File: src/rtl/input_conditioner.sv
// -----------------------------------------------------------------------------
// input_conditioner
//   Debounce and event extraction between the input synchronisers and
//   comp_core. Four already-synchronised active-low inputs are debounced into
//   clean levels and single-cycle event pulses. The trip button additionally
//   gets short/long press discrimination.
//
//   Ports:
//     Clock       system clock
//     nReset      asynchronous active-low reset
//     nMode       mode button, 0 = pressed
//     nTrip       trip button, 0 = pressed
//     nFork       wheel sensor, 0 = magnet present
//     nCrank      crank sensor, 0 = magnet present
//     ModeLevel   debounced mode level, 1 = pressed
//     TripLevel   debounced trip level, 1 = pressed
//     ModePress   one-cycle pulse per debounced mode press
//     TripShort   one-cycle pulse on release of a short trip press
//     TripLong    one-cycle pulse when a trip press reaches LONG_PRESS cycles
//     ForkPulse   one-cycle pulse per debounced fork falling edge
//     CrankPulse  one-cycle pulse per debounced crank falling edge
// -----------------------------------------------------------------------------

// Single debounce channel.
//   raw      synchronised raw input
//   stable   accepted level (reset 1 = released)
//   fall     registered one-cycle flag, high in the cycle after stable 1->0
//   fall_now combinational strobe: stable goes 1->0 on this edge
//   rise_now combinational strobe: stable goes 0->1 on this edge
module input_conditioner_deb #(
  parameter int DEBOUNCE = 4
) (
  input  logic clk,
  input  logic rst_n,
  input  logic raw,
  output logic stable,
  output logic fall,
  output logic fall_now,
  output logic rise_now
);

  localparam int W = $clog2(DEBOUNCE);
  localparam logic [W-1:0] C_MAX = W'(DEBOUNCE - 1);

  logic [W-1:0] cnt;
  logic         flip;

  // raw has disagreed with stable for DEBOUNCE consecutive edges
  assign flip     = (raw != stable) && (cnt == C_MAX);
  assign fall_now = flip & stable;
  assign rise_now = flip & ~stable;

  always_ff @(posedge clk or negedge rst_n) begin
    if (!rst_n) begin
      stable <= 1'b1;
      cnt    <= '0;
      fall   <= 1'b0;
    end else begin
      fall <= fall_now;
      if (raw == stable) begin
        cnt <= '0;
      end else if (flip) begin
        stable <= raw;
        cnt    <= '0;
      end else begin
        cnt <= cnt + W'(1);
      end
    end
  end

endmodule

// Top level.
//   Trip FSM:
//     state | meaning
//     IDLE  | trip released, waiting for a debounced press
//     HELD  | press accepted, counting hold time
//     LONG  | long press already reported, waiting for release
module input_conditioner #(
  parameter int BTN_DEBOUNCE = 164,
  parameter int SNS_DEBOUNCE = 8,
  parameter int LONG_PRESS   = 65536
) (
  input  logic Clock,
  input  logic nReset,
  input  logic nMode,
  input  logic nTrip,
  input  logic nFork,
  input  logic nCrank,
  output logic ModeLevel,
  output logic TripLevel,
  output logic ModePress,
  output logic TripShort,
  output logic TripLong,
  output logic ForkPulse,
  output logic CrankPulse
);

  localparam int HW = $clog2(LONG_PRESS);
  localparam logic [HW-1:0] HOLD_MAX = HW'(LONG_PRESS - 1);

  typedef enum logic [1:0] {
    IDLE = 2'd0,
    HELD = 2'd1,
    LONG = 2'd2
  } trip_state_t;

  logic mode_s, mode_fall, mode_fall_now, mode_rise_now;
  logic trip_s, trip_fall, trip_fall_now, trip_rise_now;
  logic fork_s, fork_fall, fork_fall_now, fork_rise_now;
  logic crank_s, crank_fall, crank_fall_now, crank_rise_now;

  input_conditioner_deb #(.DEBOUNCE(BTN_DEBOUNCE)) u_mode (
    .clk(Clock), .rst_n(nReset), .raw(nMode),
    .stable(mode_s), .fall(mode_fall), .fall_now(mode_fall_now), .rise_now(mode_rise_now)
  );

  input_conditioner_deb #(.DEBOUNCE(BTN_DEBOUNCE)) u_trip (
    .clk(Clock), .rst_n(nReset), .raw(nTrip),
    .stable(trip_s), .fall(trip_fall), .fall_now(trip_fall_now), .rise_now(trip_rise_now)
  );

  input_conditioner_deb #(.DEBOUNCE(SNS_DEBOUNCE)) u_fork (
    .clk(Clock), .rst_n(nReset), .raw(nFork),
    .stable(fork_s), .fall(fork_fall), .fall_now(fork_fall_now), .rise_now(fork_rise_now)
  );

  input_conditioner_deb #(.DEBOUNCE(SNS_DEBOUNCE)) u_crank (
    .clk(Clock), .rst_n(nReset), .raw(nCrank),
    .stable(crank_s), .fall(crank_fall), .fall_now(crank_fall_now), .rise_now(crank_rise_now)
  );

  // Channel outputs this level has no use for.
  logic unused_strobes;
  assign unused_strobes = ^{mode_fall_now, mode_rise_now, trip_fall,
                            fork_s, fork_fall_now, fork_rise_now,
                            crank_s, crank_fall_now, crank_rise_now};

  assign ModeLevel  = ~mode_s;
  assign TripLevel  = ~trip_s;
  assign ModePress  = mode_fall;
  assign ForkPulse  = fork_fall;
  assign CrankPulse = crank_fall;

  trip_state_t   state, state_nxt;
  logic [HW-1:0] hold, hold_nxt;
  logic          short_nxt, long_nxt;

  // State register; the trip pulses are registered alongside the state.
  always_ff @(posedge Clock or negedge nReset) begin
    if (!nReset) begin
      state     <= IDLE;
      hold      <= '0;
      TripShort <= 1'b0;
      TripLong  <= 1'b0;
    end else begin
      state     <= state_nxt;
      hold      <= hold_nxt;
      TripShort <= short_nxt;
      TripLong  <= long_nxt;
    end
  end

  // Entering HELD on the same edge the debounced level falls, and leaving on
  // the same edge it rises, aligns TripLong to LONG_PRESS cycles after
  // TripLevel rises and makes TripShort coincide with TripLevel falling.
  always_comb begin
    state_nxt = state;
    hold_nxt  = hold;
    case (state)
      IDLE: begin
        if (trip_fall_now) begin
          state_nxt = HELD;
          hold_nxt  = '0;
        end
      end
      HELD: begin
        if (hold == HOLD_MAX) begin
          state_nxt = LONG;
        end else if (trip_rise_now) begin
          state_nxt = IDLE;
        end else begin
          hold_nxt = hold + HW'(1);
        end
      end
      LONG: begin
        if (trip_s) begin
          state_nxt = IDLE;
        end
      end
      default: state_nxt = IDLE;
    endcase
  end

  // Reaching the long threshold wins over a release on the same edge.
  always_comb begin
    short_nxt = 1'b0;
    long_nxt  = 1'b0;
    if (state == HELD) begin
      if (hold == HOLD_MAX) begin
        long_nxt = 1'b1;
      end else if (trip_rise_now) begin
        short_nxt = 1'b1;
      end
    end
  end

endmodule
File: config.mk
export PLATFORM = sky130hd
export DESIGN_NAME = input_conditioner
export DESIGN_NICKNAME = d
export VERILOG_FILES = /design/src/rtl/input_conditioner.sv
export SDC_FILE = /design/constraint.sdc
export NUM_CORES = 1
export LEC_CHECK = 0
export ABC_CLOCK_PERIOD_IN_PS = 4000
export CORE_ASPECT_RATIO = 0.7
export CORE_MARGIN = 2
export CORE_UTILIZATION = 63
export DETAILED_ROUTE_END_ITERATION = 12
export PLACE_DENSITY = 0.93
export SLEW_MARGIN = 15
export SYNTH_ARGS = -nofsm -noshare
export SYNTH_HDL_FRONTEND = slang
export SYNTH_SLANG_ARGS = --single-unit
File: constraint.sdc
create_clock -name Clock -period 4 [get_ports Clock]
set_clock_uncertainty 0.2 [all_clocks]
set_input_delay 0.8 -clock Clock [delete_from_list [all_inputs] [get_ports Clock]]
set_output_delay 0.8 -clock Clock [all_outputs]
set_load 0.02 [all_outputs]
# Word-level counts from Yosys, hierarchy flattened
# Cells that the tools add are included.
[op_classes]
reduce_logical = 12
n_bitwise = 11
mux = 22
n_addsub = 5
n_eq_ne = 20
[ops]
columns = ["operator", "count"]
rows = [
  ["16-bit 2-to-1 mux", 3],
  ["8-bit 2-to-1 mux", 4],
  ["16-bit one-hot mux with 2 select lines", 1],
  ["16-bit by 1-bit adder with 16-bit output, second input constant", 1],
  ["8-bit by 1-bit adder with 8-bit output, second input constant", 2],
  ["16-bit equality test, second input constant", 1],
  ["8-bit equality test, second input constant", 2],
  ["3-bit 2-to-1 mux", 4],
  ["2-bit 2-to-1 mux", 4],
  ["2-bit AND reduction", 4],
  ["3-bit by 1-bit adder with 3-bit output, second input constant", 2],
  ["3-bit equality test, second input constant", 2],
  ["2-bit != test, second input constant", 3],
  ["1-bit inverter", 6],
  ["2-bit one-hot mux with 3 select lines", 1],
  ["1-bit bitwise AND", 5],
  ["1-bit 2-to-1 mux", 5],
  ["1-bit equality test", 4],
  ["1-bit logical AND", 4],
  ["1-bit != test", 4],
  ["4-bit AND reduction", 1],
  ["3-bit by 2-bit != test with 1-bit output, second input constant", 1],
  ["3-bit AND reduction", 1],
  ["2-bit by 1-bit equality test with 1-bit output, second input constant", 1],
  ["other kinds (4)", 4],
]
[totals]
in_bits = 6
elab_cells = 85
ff_bits = 49
output_inout_bits = 7

# Longest topological paths before layout
# Gate-level depths: netlist of run 1.
[depth]
depth_word = 6
ltp_mapped = 7
ltp_nobuf = 7

# Cells and area by module
# From an unflattened synthesis of run 1, not the netlist that was laid out.
[unflattened]
hier_cells = 243
hier_area_um2 = 2616.3
[modules_own_cells]
columns = ["module", "cells_per_inst", "instances", "seq_area_each_um2", "area_per_inst_um2"]
rows = [
  ["input_conditioner", 127, 1, 500.5, 1179.9],
  ["input_conditioner_deb (u_mode ...)", 44, 2, 251.5, 503.0],
  ["input_conditioner_deb (u_crank ...)", 14, 2, 126.4, 215.2],
]

# Least setup slack after synthesis of run 1
# No wires, ideal clock.
[synth_path]
path_kind = "input to register"
startpoint = "input port nTrip"
endpoint = "register hold[13]"
slack_ns = 1.788
t_arrival_ns = 1.879
path_stages = 6
n_path_buf = 1
setup_time_ns = 0.133
required_time_ns = 3.667
path_cell_list = "nor2b_1 -> a41o_4 -> a21o_4 -> buf_6 -> o311ai_2 -> o31ai_1"
[synth_via]
elab_chain_len = 5
elab_cells_between_ends = 7
cone_classes = "eq/ne (3); bitwise (2); reduce/logical (2)"
[synth_lines]
columns = ["item", "line", "text"]
rows = [
  ["from (decl)", "87", "input logic nTrip,"],
  ["1-bit != test (*)", "49", "assign flip = (raw != stable) && (cnt == C_MAX);"],
  ["1-bit logical AND (*)", "49", ""],
  ["1-bit bitwise AND, on equally long branches", "51, 50", ""],
  ["2-bit != test (no source line)", "--", ""],
  ["4-bit AND reduction (no source line) (*)", "--", ""],
  ["to (signal assigned)", "158", "hold <= hold_nxt;"],
  ["to (decl)", "146", "logic [HW-1:0] hold, hold_nxt;"],
]
# Mark *: on every way between the ends. The rest lies on a longest branch, timed or not.
# A chain may end at the register's enable or synchronous reset.

# Worst setup path after layout of run 1
[layout_path]
startpoint = "input port nTrip"
endpoint = "register hold[11]"
# The elaborated chain is that of the path after synthesis.

==> metrics.cfg, run 1 <==
[floorplan]
rows = 18
die_area_um2 = 4200
start_util_pct = 65.8
design.core.area_um2 = 3540
die_h_um = 54.9
boundaryPins = 13
die-width_um = 76.6

[run]
max_cap_viol_count = 0

[detailed_routing]
first_pass_iters = 4
drc = 0
dr.first_iter.drc_count = 186
ant_nets = 0
wirelength_um = 4360
vias_per_cell = 5.89
wl_per_cell_um = 15.4
vias = 1667

[global_routing]
antenna_found_initial = 0
grt_pass1_wl_um = 7320
grt_pass1_vias = 1510
grt_usage_pct = 23.7
grt_max_degree = 50
gr-total-overflow = 0

[critical_path]
critical_path_arrival_ns = 2.55
cp_num_buf_inv = 1
reg2reg_from = u_trip.stable
critPathMaxFanout = 7
reg2reg_depth = 5
startpoint = nTrip
cp-end-kind = flop
timing.rr.end = hold[11]
path_cells = clkdlybuf4s50_1 -> nor4_1 -> nand2_1 -> a221oi_1 -> a21oi_1
crit_type = in2reg
start_kind = input pin
cp_top_family = simple AND/OR/NAND/NOR gates
cp_data_required_time_ns = 3.98
regToRegSetupSlack_ns = 1.75
max_stage_delay_ns = 0.50
worst_path_max_delay_cell = nor4_1

[timing]
period_share_pct = 64.3
worstMarginPinSlew_ns = 1.02
hold_violations = 0
grt_setup_unrepaired = false
max_slew_margin_pct = 31.8
hold_slack_ns = 0.238
clock.fmax_ghz = 0.389
fin_crit_ns = 2.57
setup_violations = 0
final.setup.tns_ns = 0
maxSlewViolCount = 0

[layout]
area_growth_pct = 12.0
n_fill_cell = 234
layout_common_cells = dfrtp_1 (45), nor2_1 (26), nand2_1 (17)
finalInstanceArea_um2 = 2610
drive_above_1_share_pct = 11.2
n_antenna_cell = 0
finalNetCount = 245
layout_commonest_cell = dfrtp_1

[power_and_ir_drop]
p_sw_share_pct = 25.1
leakagePower_nw = 1.15
ir_worst_vdd_v = 0.000355
seq_power_share_pct = 55.3
clkPwrFrac_pct = 33.7
powerDensity_nw_per_um2 = 409
p_switching_mw = 0.267
intPower_mw = 0.798
p_comb_share_pct = 11.0

[clock_tree]
cts.sinks = 49
cts.path.max_buffers = 2
ctsResizeCount = 0
cts.clk_slew.worst_paths_ns = 0.09
cts_max_level = 2
cts_root_buf = clkbuf_8
cts_setup_buffers = 0
cts_tree = built
holdBufCountCts = 0
clk_latency_ns = 0.31
cts_buffers = 5

[synth]
syn_nets = 227
synth_cells = 214
synth_flop_cell = dfrtp_1
syn_area_per_cell_um2 = 10.9
synth_warnings = 0
ys_ff_latch = 49
synthArstFlopShare_pct = 100
ys_seq_area_share_pct = 52.9
syn_area_um2 = 2330
synth-edff-count = 0
ys_types = 45

[worst_hold_path]
holdPathStages = 1
hp-class = reg2reg
min_from = u_crank.cnt[0]
hold_end = u_crank.cnt[0]

[placed_design]
io_buffers = 12
globalplace.congestion = 0.868
postPlaceCellArea_um2 = 2490
dp_hpwl_um = 2970

[status]
status = complete, no violations

==> metrics by stage <==
| stage | worst slack [ns] | util, % | instances | power (mW) |
|---|---|---|---|---|
| 6_report | 1.43 | 73.7 | 283 | 1.07 |
| 5_1_grt | 1.37 | 73.7 | 283 | 1.12 |
| 4_1_cts | 1.50 | 73.7 | 283 | 1.07 |
| 3_5_place_dp | 1.19 | 70.5 | 275 | 0.718 |
| 3_3_place_gp | 1.22 | 70.5 | 275 | 0.704 |
| 2_1_floorplan | 1.79 | - | 214 | 0.672 |
==> cell type report <==
class                      instances  area, um^2  area share (%)
sequential                        49        1230            47.2
clock inverter                     3        43.8            1.68
clock buffer                       5        68.8            2.64
timing repair buffer              12         115            4.42
multi-input combinational        158        1060            40.8
tap                               50        62.6            2.40
inverter                           6        22.5           0.864
==> layer usage <==
metal / vias up / GRT usage (%) / wire length, um
met5: - / 0 / 0
li1: 792 / - / -
met3: 6 / 5.78 / 238
met2: 51 / 41.0 / 2040
met4: 0 / 9.70 / 55
met1: 818 / 29.8 / 2030
==> state kept, by name (all words and copies together) (netlist names), 2 cells and up <==
register,cells
hold,16
u_mode.cnt,8
u_trip.cnt,8
u_crank.cnt,3
u_fork.cnt,3
state,2
==> Yosys cell counts, drive strengths merged, types with 3 or more instances <==
| cell | instances | area share (%) |
|---|---|---|
| xnor2 | 10 | 3.8 |
| xor2 | 7 | 2.6 |
| and3 | 9 | 2.5 |
| a21o | 4 | 1.6 |
| nor2b | 3 | 0.81 |
| nand3 | 15 | 3.2 |
| mux2 | 3 | 1.5 |
| nor2 | 27 | 4.7 |
| a21oi | 3 | 0.81 |
| nand4 | 4 | 1.1 |
| nor3 | 9 | 2.2 |
| ha | 7 | 3.8 |
| o31ai | 3 | 0.97 |
| dfrtp | 45 | 48 |
| and2 | 5 | 1.5 |
| nand2 | 17 | 2.7 |
| nor4 | 4 | 1.3 |
| mux2i | 4 | 1.7 |
| inv | 6 | 0.97 |
| nor3b | 3 | 0.97 |
| a211o | 3 | 1.1 |
| dfstp | 4 | 4.5 |
==> worst max-delay path by stage <==
stage | endpoint | depth (start not counted) | slack, ns
5_1_grt | hold[11] | 5 | 1.37
3_3_place_gp | hold[15] | 6 | 1.22
4_1_cts | hold[15] | 6 | 1.50
3_5_place_dp | hold[15] | 6 | 1.19
2_1_floorplan | hold[13] | 6 | 1.79
6_report | hold[11] | 5 | 1.43
==> cells by family (layout without fill, tap and decap cells) <==
| kind of cell | Yosys count | after routing | share of synthesized area [%] |
|---|---|---|---|
| flip-flops | 49 | 49 | 52.9 |
| multiplexers | 7 | 7 | 3.17 |
| XOR/XNOR | 17 | 17 | 6.40 |
| AND/OR/NAND/NOR | 105 | 105 | 24.0 |
| buffers and inverters | 7 | 26 | 1.45 |
| AO/OA/AOI/OAI | 22 | 22 | 8.33 |
| adder cells (fa/ha/maj) | 7 | 7 | 3.76 |
==> power by group through the flow <==
stage	clock network, mW	registers (mW)	logic, mW
6_report	0.359	0.588	0.118
5_1_grt	0.384	0.597	0.139
4_1_cts	0.360	0.589	0.121
3_5_place_dp	0	0.598	0.120
3_3_place_gp	0	0.593	0.111
2_1_floorplan	0	0.588	0.0840
Note: power is estimated with default switching activity, not from simulation.
==> run 2, diff against run 1 <==
--- a/config.mk
+++ b/config.mk
@@ -5,12 +5,12 @@
 export SDC_FILE = /design/constraint.sdc
 export NUM_CORES = 1
 export LEC_CHECK = 0
-export ABC_CLOCK_PERIOD_IN_PS = 4000
+export ABC_CLOCK_PERIOD_IN_PS = 2190
 export CORE_ASPECT_RATIO = 0.7
 export CORE_MARGIN = 2
-export CORE_UTILIZATION = 63
+export CORE_UTILIZATION = 53
 export DETAILED_ROUTE_END_ITERATION = 12
-export PLACE_DENSITY = 0.93
+export PLACE_DENSITY = 0.85
 export SLEW_MARGIN = 15
 export SYNTH_ARGS = -nofsm -noshare
 export SYNTH_HDL_FRONTEND = slang
==> constraint.sdc (replaced) <==
create_clock -name Clock -period 2.19 [get_ports Clock]
set_clock_uncertainty 0.2 [all_clocks]
set_input_delay 0.438 -clock Clock [delete_from_list [all_inputs] [get_ports Clock]]
set_output_delay 0.438 -clock Clock [all_outputs]
set_load 0.02 [all_outputs]
==> run 2 against run 1 <==
  * Sequential power up 82%
  * Cell area grew 3.8%
  * Clock-buffer cell count up 1
  * Register-to-register slack lost 1.6 ns
  * Total power rose by 70%
  * Via count increased by 2.2%
  * Utilization shrank 10 points
  * Worst setup slack got worse by 1.3 ns
  * Cell count up 6.0%
  * Clock power rose by 47%
==> metrics.cfg, run 2 (same netlist as run 1, synthesis figures left out) <==
[critical_path]
critPathMaxFanout = 4  ; was 7
start_kind = flop  ; was input pin
reg2reg_depth = 7  ; was 5
path_cells = inv_1 -> clkdlybuf4s50_1  ; was clkdlybuf4s50_1 -> nor4_1 -> nand2_1 -> a221oi_1 -> a21oi_1
critical_path_arrival_ns = 1.46  ; was 2.55 ns
max_stage_delay_ns = 0.55  ; was 0.50 ns
cp_data_required_time_ns = 1.55  ; was 3.98 ns
cp-end-kind = output port  ; was flop
regToRegSetupSlack_ns = 0.13  ; was 1.75 ns
cp_num_buf_inv = 2  ; was 1
timing.rr.end = hold[3]  ; was hold[11]
crit_type = reg2out  ; was in2reg
cp_top_family = buffers and inverters  ; was simple AND/OR/NAND/NOR gates
worst_path_max_delay_cell = dfstp_2  ; was nor4_1
reg2reg_from = hold[0]  ; was u_trip.stable

[detailed_routing]
dr.first_iter.drc_count = 86  ; was 186
ant_nets = 0  ; unchanged
wirelength_um = 4040  ; was 4360 um
vias = 1704  ; was 1,667
wl_per_cell_um = 13.5  ; was 15.4 um
vias_per_cell = 5.68  ; was 5.89
drc = 0  ; unchanged
first_pass_iters = 4  ; unchanged

[layout]
top_register = hold  ; unchanged
finalInstanceArea_um2 = 2710  ; was 2610 um^2
n_antenna_cell = 0  ; unchanged
layout_commonest_cell = dfrtp_1  ; unchanged
n_fill_cell = 325  ; was 234
final_util_pct = 63.2  ; was 73.7%
drive_above_1_share_pct = 16.3  ; was 11.2%
largest_register_ffs = 16  ; unchanged
multi_input_area_um2 = 1090  ; was 1060 um^2
area_growth_pct = 16.3  ; was 12.0%
largestRegisters = hold: 16 flops, u_mode.cnt: 8 flops, u_trip.cnt: 8 flops  ; unchanged
finalNetCount = 257  ; was 245
layout_common_cells = dfrtp_1 (45), nor2_1 (26), nand2_1 (17)  ; unchanged
seq_area_um2 = 1230  ; unchanged

[clock_tree]
cts.path.max_buffers = 2  ; unchanged
clk_latency_ns = 0.30  ; was 0.31 ns
cts_tree = built  ; unchanged
cts_setup_buffers = 0  ; unchanged
cts_buffers = 5  ; unchanged
cts.clk_slew.worst_paths_ns = 0.09  ; about the same
cts_root_buf = clkbuf_8  ; unchanged
cts.sinks = 49  ; unchanged
cts_max_level = 2  ; unchanged

[timing]
grt_setup_unrepaired = false  ; unchanged
setup_violations = 0  ; unchanged
hold_violations = 0  ; unchanged
worstMarginPinSlew_ns = 0.565  ; was 1.02 ns
clock.fmax_ghz = 0.476
period_share_pct = 96.0
fin_ws_ns = 0.0873  ; was 1.43 ns
max_slew_margin_pct = 62.2  ; was 31.8%
maxSlewViolCount = 0  ; unchanged
fin_crit_ns = 2.10

[global_routing]
antenna_found_initial = 0  ; unchanged
grt_usage_pct = 18.5  ; was 23.7%
grt_pass1_wl_um = 7190  ; was 7320 um
grt_max_degree = 26  ; was 50
gr-total-overflow = 0  ; unchanged
grt_pass1_vias = 1599  ; was 1,510

[power_and_ir_drop]
clkPwrFrac_pct = 29.0  ; was 33.7%
seq_power_share_pct = 59.1  ; was 55.3%
powerDensity_nw_per_um2 = 671  ; was 409 nW/um^2
leakagePower_nw = 1.19  ; was 1.15 nW
intPower_mw = 1.34  ; was 0.798 mW
p_sw_share_pct = 26.0  ; was 25.1%
p_comb_share_pct = 11.9  ; was 11.0%
total_power_mw = 1.81  ; was 1.07 mW
p_switching_mw = 0.471  ; was 0.267 mW
ir_worst_vdd_v = 0.000486  ; was 0.000355 V

[floorplan]
die_area_um2 = 4950  ; was 4200 um^2
start_util_pct = 54.4  ; was 65.8%
rows = 20  ; was 18
die-width_um = 83.2  ; was 76.6 um
design.core.area_um2 = 4280  ; was 3540 um^2
boundaryPins = 13  ; unchanged
die_h_um = 59.4  ; was 54.9 um

[worst_hold_path]
hp-class = reg2reg  ; unchanged
min_from = u_crank.cnt[0]  ; unchanged
holdPathStages = 1  ; unchanged
hold_end = u_crank.cnt[0]  ; unchanged

[placed_design]
postPlaceCellArea_um2 = 2580  ; was 2490 um^2
dpl_worst_slack_ns = -0.196  ; was 1.19 ns
dp_hpwl_um = 2940  ; was 2970 um
io_buffers = 12  ; unchanged
globalplace.congestion = 0.861  ; was 0.868

[status]
status = complete, no violations  ; unchanged

[run]
max_cap_viol_count = 0  ; unchanged

run 2: changes by cell type in the layout (fill, tap and decap cells not counted), moves of 2 or more:
cell	previous run	this run
buf_4	0	11
clkinvlp_4	0	2
ha_1	7	5
ha_2	0	2
nor4_1	3	1
run 2: worst max path at each step:
stage | from | endpoint | slack [ns] | depth (start not counted)
after global routing | u_trip.stable | TripLevel | 0.01 | 2
after detailed placement | nTrip | hold[15] | -0.20 | 6
final | u_trip.stable | TripLevel | 0.09 | 2
after CTS | u_trip.cnt[0] | hold[15] | 0.02 | 6
after global placement | nTrip | hold[15] | -0.12 | 6
after floorplan | u_trip.cnt[0] | hold[13] | 0.17 | 7
run 2: worst register-to-register path, cell delays in order, from the launching register on:
cell and delay, ns:
dfrtp_1 0.43, ha_2 0.22, and3_1 0.20, and2_1 0.20
a21o_4 0.25, buf_4 0.16, o31ai_1 0.24, a21o_1 0.11
run 2: repair_timing:
item,in CTS,in global routing
gates resized for setup,0,5
hold buffers,1,0
endpoints found under the setup margin,0,2
endpoints found under the hold margin,45,0
run 2: area by class of cell:
class	instances	share of cell area, %
clock buffers	6	2.68
clock inverters	2	0.555
inverters	6	0.832
multi-input cells	158	40.2
flip-flops and latches	49	45.5
well taps	55	2.54
repair buffers	24	7.67
run 2: metal layers:
layer / GRT usage [%] / wire [um] / part of all wire (%)
met5: 0 / 0 / 0
met1: 26.0 / 1980 / 49
met3: 4.87 / 163 / 4.0
met2: 28.3 / 1830 / 45
met4: 6.32 / 57 / 1.4
run 2: stage by stage:
stage / setup TNS (ns) / hold WS (ns) / instances
after global placement: -0.964 / 0.230 / 291
after global routing: 0 / 0.274 / 300
final: 0 / 0.244 / 300
after detailed placement: -1.22 / 0.239 / 291
after floorplan: 0 / -0.0576 / 214
after CTS: 0 / 0.251 / 300
run 2: power groups by stage:
stage / registers, mW / clock network [mW] / logic, mW
3_5_place_dp: 1.09 / 0 / 0.216
4_1_cts: 1.07 / 0.538 / 0.219
6_report: 1.07 / 0.526 / 0.216
3_3_place_gp: 1.09 / 0 / 0.207
2_1_floorplan: 1.07 / 0 / 0.153
5_1_grt: 1.09 / 0.580 / 0.253
==> run 3, diff against run 2 <==
--- a/config.mk
+++ b/config.mk
@@ -5,12 +5,13 @@
 export SDC_FILE = /design/constraint.sdc
 export NUM_CORES = 1
 export LEC_CHECK = 0
+export ABC_AREA = 1
 export ABC_CLOCK_PERIOD_IN_PS = 2190
 export CORE_ASPECT_RATIO = 0.7
 export CORE_MARGIN = 2
-export CORE_UTILIZATION = 53
+export CORE_UTILIZATION = 54
 export DETAILED_ROUTE_END_ITERATION = 12
-export PLACE_DENSITY = 0.85
+export PLACE_DENSITY = 0.86
 export SLEW_MARGIN = 15
 export SYNTH_ARGS = -nofsm -noshare
 export SYNTH_HDL_FRONTEND = slang
==> run 3 against run 2 <==
  * Area after synthesis rose by 10%
  * First-iteration DRC count up 59%
  * Sequential cell count stayed put
  * Largest power group unchanged
==> metrics.cfg, run 3 <==
[synth]
synth_common_cells = nand2_1 (75), dfrtp_1 (45), nor2_1 (41)  ; was dfrtp_1 (45), nor2_1 (26), nand2_1 (17)
syn_nets = 321  ; was 227
yosysTopAreaCell = dfrtp_1  ; unchanged
ys_types = 30  ; was 45
synth-edff-count = 0  ; unchanged
synth_flop_cell = dfrtp_1  ; unchanged
synth.area.top_cells = dfrtp_1 (44%), nand2_1 (11%), nor2_1 (6.0%)  ; was dfrtp_1 (48%), dfstp_2 (4.5%), nor2_1 (4.2%)
yosysTopAreaCellShare_pct = 43.8  ; was 48.4%
syn_area_per_cell_um2 = 8.34  ; was 10.9 um^2
syn_area_um2 = 2570  ; was 2330 um^2
synth.most_common_cell = nand2_1  ; was dfrtp_1
synth_cells = 308  ; was 214
ys_seq_area_share_pct = 47.9  ; was 52.9%
ys_ff_latch = 49  ; unchanged
synthArstFlopShare_pct = 100  ; unchanged
synth_warnings = 0  ; unchanged

[power_and_ir_drop]
ir_worst_vdd_v = 0.000304  ; was 0.000486 V
leakagePower_nw = 1.42  ; was 1.19 nW
powerDensity_nw_per_um2 = 605  ; was 671 nW/um^2

[timing]
worstMarginPinSlew_ns = 0.386  ; was 0.565 ns
maxSlewViolCount = 0  ; unchanged
period_share_pct = 98.0  ; was 96.0%
clock.fmax_ghz = 0.466  ; was 0.476 GHz
fin_crit_ns = 2.15  ; was 2.10 ns
final.setup.tns_ns = 0  ; unchanged
hold_slack_ns = 0.244  ; about the same
hold_violations = 0  ; unchanged
setup_violations = 0  ; unchanged
max_slew_margin_pct = 74.2  ; was 62.2%
grt_setup_unrepaired = false  ; unchanged

[critical_path]
critical_path_arrival_ns = 1.51  ; was 1.46 ns
reg2reg_from = u_trip.cnt[0]  ; was hold[0]
cp_top_family = buffers and inverters  ; unchanged
critPathMaxFanout = 4  ; unchanged
reg2reg_depth = 9  ; was 7
cp_data_required_time_ns = 1.55  ; about the same
path_depth = 2  ; unchanged
max_stage_delay_ns = 0.58  ; was 0.55 ns
timing.rr.end = hold[9]  ; was hold[3]
cp-end-kind = output port  ; unchanged
crit_type = reg2out  ; unchanged
path_cells = inv_1 -> clkdlybuf4s50_1  ; unchanged
regToRegSetupSlack_ns = 0.28  ; was 0.13 ns
cp_num_buf_inv = 2  ; unchanged
worst_path_max_delay_cell = dfstp_2  ; unchanged
start_kind = flop  ; unchanged

[run]
max_cap_viol_count = 0  ; unchanged

[layout]
finalInstanceArea_um2 = 2860  ; was 2710 um^2
layout_commonest_cell = nand2_1  ; was dfrtp_1
fin_cells = 383  ; was 300
finalNetCount = 340  ; was 257
n_antenna_cell = 0  ; unchanged
final_util_pct = 64.2  ; was 63.2%
area_growth_pct = 11.4  ; was 16.3%
drive_above_1_share_pct = 10.1  ; was 16.3%
largestRegisters = hold: 16 flops, u_mode.cnt: 8 flops, u_trip.cnt: 8 flops  ; unchanged
top_register = hold  ; unchanged
largest_register_ffs = 16  ; unchanged
layout_common_cells = nand2_1 (75), dfrtp_1 (45), nor2_1 (41)  ; was dfrtp_1 (45), nor2_1 (26), nand2_1 (17)

[floorplan]
die_h_um = 61.7  ; was 59.4 um
design.core.area_um2 = 4450  ; was 4280 um^2
die_area_um2 = 5330  ; was 4950 um^2
rows = 20  ; unchanged
boundaryPins = 13  ; unchanged
die-width_um = 86.4  ; was 83.2 um
start_util_pct = 57.7  ; was 54.4%

[worst_hold_path]
holdPathStages = 1  ; unchanged
hp-class = reg2reg  ; unchanged
hold_end = u_fork.cnt[0]  ; was u_crank.cnt[0]
min_from = u_fork.cnt[0]  ; was u_crank.cnt[0]

[clock_tree]
cts.sinks = 49  ; unchanged
cts.clk_slew.worst_paths_ns = 0.09  ; about the same
clk_latency_ns = 0.30  ; about the same
cts_root_buf = clkbuf_8  ; unchanged
cts_max_level = 2  ; unchanged
cts_tree = built  ; unchanged
ctsResizeCount = 0  ; unchanged
cts_buffers = 5  ; unchanged
cts.path.max_buffers = 2  ; unchanged

[status]
status = complete, no violations  ; unchanged

[global_routing]
grt_pass1_vias = 2048  ; was 1,599
grt_max_degree = 39  ; was 26
gr-total-overflow = 0  ; unchanged
antenna_found_initial = 0  ; unchanged
grt_usage_pct = 23.4  ; was 18.5%
grt_pass1_wl_um = 9520  ; was 7190 um

[detailed_routing]
drc = 0  ; unchanged
vias = 2030  ; was 1,704
dr.first_iter.drc_count = 137  ; was 86
ant_nets = 0  ; unchanged
vias_per_cell = 5.30  ; was 5.68
wirelength_um = 5220  ; was 4040 um
first_pass_iters = 4  ; unchanged
wl_per_cell_um = 13.6  ; was 13.5 um

[placed_design]
dp_hpwl_um = 3880  ; was 2940 um
dp.cells = 374  ; was 291
io_buffers = 12  ; unchanged
globalplace.congestion = 0.876  ; was 0.861
postPlaceCellArea_um2 = 2770  ; was 2580 um^2

run 3: changes by cell type in the layout (fill, tap and decap cells not counted), moves of 5 or more:
cell	change
nand2_1	+58
inv_1	+28
nor2_1	+15
nand3_1	+12
buf_4	-10
o21ai_0	+5
run 3: power breakdown:
group	switching [mW]	leakage (nW)	total [mW]	internal, mW
clock network	0.307	0.0456	0.535	0.228
logic	0.101	0.713	0.176	0.0743
registers	0.0390	0.661	1.02	0.981
run 3: routing by layer:
layer | track usage (%) | up-vias | part of all wire [%]
met5 | 0 | - | 0
met4 | 8.48 | 0 | 1.3
met3 | 4.76 | 9 | 4.3
met2 | 37.8 | 43 | 46
met1 | 32.2 | 967 | 48
li1 | - | 1011 | -
run 3: repair_timing:
action                    in CTS  in global routing
buffers inserted               0                  0
hold buffers                   1                  0
hold endpoints to repair      10                  0
run 3: worst max-delay path by stage:
stage,from,to,slack (ns)
finish,u_trip.stable,TripLevel,0.04
global route,u_trip.stable,TripLevel,0.002
CTS,u_trip.stable,TripLevel,0.05
detailed placement,nTrip,hold[5],0.17
global placement,nTrip,hold[9],0.22
floorplan,u_trip.cnt[0],hold[4],0.53
run 3: per-stage QoR:
step / power (mW) / worst slack, ns
finish: 1.73 / 0.0441
global route: 1.83 / 0.00168
CTS: 1.75 / 0.0481
detailed placement: 1.21 / 0.167
global placement: 1.19 / 0.219
floorplan: 1.14 / 0.534
run 3: logic make-up (layout without fill, tap and decap cells):
kind of cell	count (synthesis)	after routing	share of synthesized area [%]
AO/OA/AOI/OAI	10	10	2.00
XOR/XNOR	19	19	6.48
adder cells (fa/ha/maj)	7	7	3.41
buffers and inverters	41	61	6.77
flip-flops	49	49	47.9
AND/OR/NAND/NOR	182	182	33.4
run 3: area by class of cell:
cell class	count	area [um^2]
Timing Repair Buffer	16	173
Clock inverter	2	13.8
Multi-Input combinational cell	218	1160
Fill cell	366	1590
Inverter	37	139
Sequential cell	49	1230
Clock buffer	6	72.6
Tap cell	55	68.8
==> patch 1, RTL diff (config.mk and constraints of run 3) <==
Reset style: synchronous (`nReset` and `rst_n`), changed in 2 clocked blocks. Comments in the files are not updated.
--- a/src/rtl/input_conditioner.sv
+++ b/src/rtl/input_conditioner.sv
@@ -51,5 +51,5 @@
   assign rise_now = flip & ~stable;
 
-  always_ff @(posedge clk or negedge rst_n) begin
+  always_ff @(posedge clk) begin
     if (!rst_n) begin
       stable <= 1'b1;
@@ -148,5 +148,5 @@
 
   // State register; the trip pulses are registered alongside the state.
-  always_ff @(posedge Clock or negedge nReset) begin
+  always_ff @(posedge Clock) begin
     if (!nReset) begin
       state     <= IDLE;
Check against the original RTL: differs if nReset is asserted again (counterexample within 10 cycles, from zero or initial values and one cycle with nReset low); with nReset held inactive, the same outputs for 10 cycles.
==> patch 1 against run 3 <==
Sequential share of layout area is 6.7 points lower; final cell count grew 8.6%; die area is 5.0% lower; sequential cell count unchanged; setup slack improved by 99 ps; synthesized cell count up 11%; routed wire length shrank 9.2%; worst hold slack got worse by 12 ps; cell area down 5.6%; utilization shrank 1.9 points; synthesized area decreased by 5.3%.
Power is not compared: it rests on default switching activity, and its combinational part moved more than twofold at a synthesized area within 25%.
==> patch 1: results (changes against run 3) <==
post-layout util = 62.4% (-1.9 points)
fill count = 373 (+1.9%)
multi-input gates = 237 (+8.7%)
number of global-route vias before repair = 1,939 (-5.3%)
worst hold start = u_crank.cnt[0]$_SDFF_PP0_
Seq/Total Area, Yosys = 40.3% (-7.6 points)
largest net degree at the start of global routing = 18 (-54%)
fraction of area in multi-input gates = 44.7% (+4.1 points)
worst-case hold path end point = u_crank.cnt[0]$_SDFF_PP0_
setup slack, reg-to-reg = 210 ps (-70 ps)
worst slew pin tran = 415 ps (+29.3 ps)
Signal buf overhead = 5.84% (-0.20 points)
Buffers, non-clock = 17 (+1)
layout net count = 373 (+9.7%)
Largest stage delay, worst path = 630 ps (+50 ps)
outcome = complete, no violations
Reg2Reg Depth = 10 (+1)
CP max FO = 5 (+1)
Top Registers = hold: 16 flops, u_mode.cnt: 8 flops, u_trip.cnt: 8 flops
Post-synth top cells = nand2_1 (68), nor2_1 (58), dfxtp_1 (49), inv_1 (47), nand3_1 (24)
Seq Cell Count = 49 (unchanged)
post-synthesis cell type count = 36 (+20%)
Worst R2R Start = hold[0]$_SDFFE_PN0P_
hold_ws = 232 ps (-12.2 ps)
GRT Total Usage = 20.4% (-3.0 points)
Setup crit start = u_trip.stable$_SDFFE_PN1P_
first-pass GRT wire length = 8.17 mm (-14%)
routed wire length = 4.74 mm (-9.2%)
first drt pass iteration count = 5 (+1)
RePlAce Congestion = 0.956 (+9.1%)
met3 Usage GRT = 4.83% (+0.079 points)
worst r2r dst = hold[15]$_SDFFE_PN0P_
clock network contribution to total cell area = 3.57% (+0.55 points)
grt met1 use = 25.3% (-6.9 points)
routed via count = 2,176 (+7.2%)
Post-synth top flop = dfxtp_1
met2 WL = 2.11 mm (-12%)
inverter count = 50 (+35%)
Final HPWL DP = 3.56 mm (-8.2%)
post-route cell area = 0.00270 mm² (-5.6%)
dpl cell area = 0.00260 mm² (-5.8%)
met3 WL = 315 µm (+41%)
syn nets = 356 (+11%)
Metal-1 WL = 2.27 mm (-10%)
synth top area cells = dfxtp_1 (40%), nand2_1 (10%), nor2_1 (8.9%)
layout cells sized above 1 = 8.31% (-1.8 points)
slowest stage cell, crit path = clkdlybuf4s50_1
ys async rst share = 0% (-100 points)
==> patch 1: changes by cell type in the layout (fill, tap and decap cells not counted), sizes merged, moves of 9 or more <==
cell	run 3	this run
dfxtp	0	49
inv	38	49
a21oi	2	22
dfrtp	45	0
nand2	80	71
nor2	45	63
==> patch 1: logic make-up after synthesis <==
logic type                 after synthesis  synth area share [%]
and+or+nand+nor                        182                  34.0
buffers and inverters                   57                  10.1
DFF                                     49                  40.3
AOI/OAI and AO/OA                       40                  9.15
xor gates and xnor gates                 8                  2.88
adders and majority gates                7                  3.60
==> patch 1: through the flow <==
step / worst slack, ps / instances
detailed placement: 117 / 408
finish: 143 / 416
global route: 79.5 / 416
CTS: 143 / 416
global placement: 174 / 408
floorplan: 527 / 343
==> patch 1: power breakdown <==
group | switching (µW) | total [µW] | internal, µW
sequential | 4.11 | 902 | 897
clock | 314 | 570 | 257
combinational | 28.3 | 49.7 | 21.4
total | 346 | 1520 | 1180
==> patch 2, RTL diff (settings of run 3) <==
Without the edit above. The parameter `LONG_PRESS` goes from 65536 to 131072.
--- a/src/rtl/input_conditioner.sv
+++ b/src/rtl/input_conditioner.sv
@@ -80,5 +80,5 @@
   parameter int BTN_DEBOUNCE = 164,
   parameter int SNS_DEBOUNCE = 8,
-  parameter int LONG_PRESS   = 65536
+  parameter int LONG_PRESS   = 131072
 ) (
   input  logic Clock,
Check against the original RTL: no difference found for any inputs over 10 cycles, from zero or initial values and one cycle with nReset low; that may be too few to reach the edited logic, so the function may still have changed.
==> patch 2 against run 3 <==
Total power increased by 0.91%; synthesized area up 2.9%; final cell count rose by 11%; non-clock buffer count rose by 12; sequential cell count increased by 1; setup slack better by 26 ps; routed wire length is 3.8% higher; cell area increased by 7.1%; largest power group unchanged.
==> patch 2: results (changes against run 3) <==
outcome = complete, no violations
layout net count = 369 (+8.5%)
CP max FO = 5 (+1)
compound-gate portion of the synthesized area = 0.947% (-1.1 points)
post-synthesis xor/xnor area fraction = 4.97% (-1.5 points)
layout cells sized above 1 = 12.1% (+2.1 points)
first drt pass iteration count = 4 (unchanged)
leakage = 0.00148 µW (+4.4%)
synth top area cells = dfrtp_1 (44%), nand2_1 (13%), nand3_1 (7.4%)
largest net degree at the start of global routing = 51 (+31%)
Post-Synth Adder-Cell Area = 3.79% (+0.38 points)
Reg2Reg Depth = 11 (+2)
Clock Path Buffers = 2 (unchanged)
Post-synth top cells = nand2_1 (89), dfrtp_1 (46), nor2_1 (42), nand3_1 (39), inv_1 (34)
initial antenna violation count = 0 (unchanged)
Final HPWL DP = 3.91 mm (+0.66%)
relative slew slack = 68.2% (-6.0 points)
Max H-tree Level = 2 (unchanged)
Post-CTS Setup Repair Bufs = 0 (unchanged)
worst hold start = u_trip.cnt[0]$_DFF_PN0_
Seq/Total Area, Yosys = 47.5% (-0.39 points)
fill count = 395 (+7.9%)
setup slack, reg-to-reg = 90 ps (-190 ps)
worst-case hold path end point = u_trip.cnt[0]$_DFF_PN0_
Worst R2R Start = hold[0]$_DFFE_PN0P_
sw frac = 25.6% (-0.18 points)
Critical Path AT = 1480 ps (-30 ps)
worst r2r dst = hold[1]$_DFFE_PN0P_
post-synthesis cell type count = 26 (-13%)
Register Area = 0.00126 mm² (+2.0%)
first-pass GRT wire length = 9.36 mm (-1.6%)
per-cell routed wire length = 12.8 µm (-6.2%)
Max rail drop VDD = 0.393 mV (+29%)
GRT Total Usage = 21.3% (-2.0 points)
Initial DRC Count = 152 (+11%)
mux cell area share after synthesis = 0% (unchanged)
syn nets = 338 (+5.3%)
via density per instance = 5.23 (-1.3%)
RePlAce Congestion = 0.952 (+8.6%)
I/O Buffers = 12 (unchanged)
Comb power frac = 11.0% (+0.9 points)
hold_ws = 260 ps (+15.8 ps)
Top Registers = hold: 17 flops, u_mode.cnt: 8 flops, u_trip.cnt: 8 flops
yosys warns = 0 (unchanged)
dpl cell area = 0.00295 mm² (+6.7%)
number of global-route vias before repair = 2,170 (+6.0%)
-- patch 2: repair_timing --
action                                  CTS  global route
endpoints found under the setup margin    0            17
hold buffers                              1             0
gates resized for setup                   0             5
hold endpoints to repair                 46             0
-- patch 2: worst max-delay path, stage by stage, from the launching register on --
cell and delay [ps]:
dfstp_2 560, inv_2 80, clkdlybuf4s50_1 540
-- patch 2: power groups by stage --
stage | Sequential (µW) | Combinational (µW) | Clock (µW)
floorplan | 1050 | 128 | 0
global placement | 1050 | 177 | 0
detailed placement | 1060 | 194 | 0
CTS | 1040 | 195 | 525
global route | 1050 | 223 | 562
finish | 1040 | 191 | 515
-- patch 2: metal layers --
metal | track usage, % | vias up | share of wire, %
li1 | - | 1095 | -
met1 | 28.6 | 1065 | 45
met2 | 36.1 | 52 | 49
met3 | 4.49 | 6 | 5.6
met4 | 3.85 | 0 | 0.63
met5 | 0 | - | 0
-- patch 2: kinds of logic (layout without fill, tap and decap cells) --
kind of cell             count (synthesis)  in the layout
AO/OA/AOI/OAI                            5              5
XOR/XNOR                                15             15
adder cells (fa/ha/maj)                  8              8
buffers and inverters                   40             71
flip-flops                              50             50
AND/OR/NAND/NOR                        206            206
-- patch 2: final cells by class --
class | instances | share of cell area, %
clock buffers | 5 | 2.25
clock inverters | 2 | 0.327
inverters | 36 | 4.41
multi-input cells | 234 | 40.6
flip-flops and latches | 50 | 41.0
well taps | 69 | 2.82
repair buffers | 28 | 8.57
-- patch 2: stage by stage --
step / cells / power (µW) / setup TNS, ps / setup slack [ps]
floorplan: 324 / 1180 / 0 / 36.9
finish: 424 / 1750 / 0 / 70.1
global placement: 416 / 1230 / 0 / 73.2
CTS: 424 / 1760 / 0 / 58.1
detailed placement: 416 / 1250 / 0 / 36.2
global route: 424 / 1830 / -48.3 / -18.9
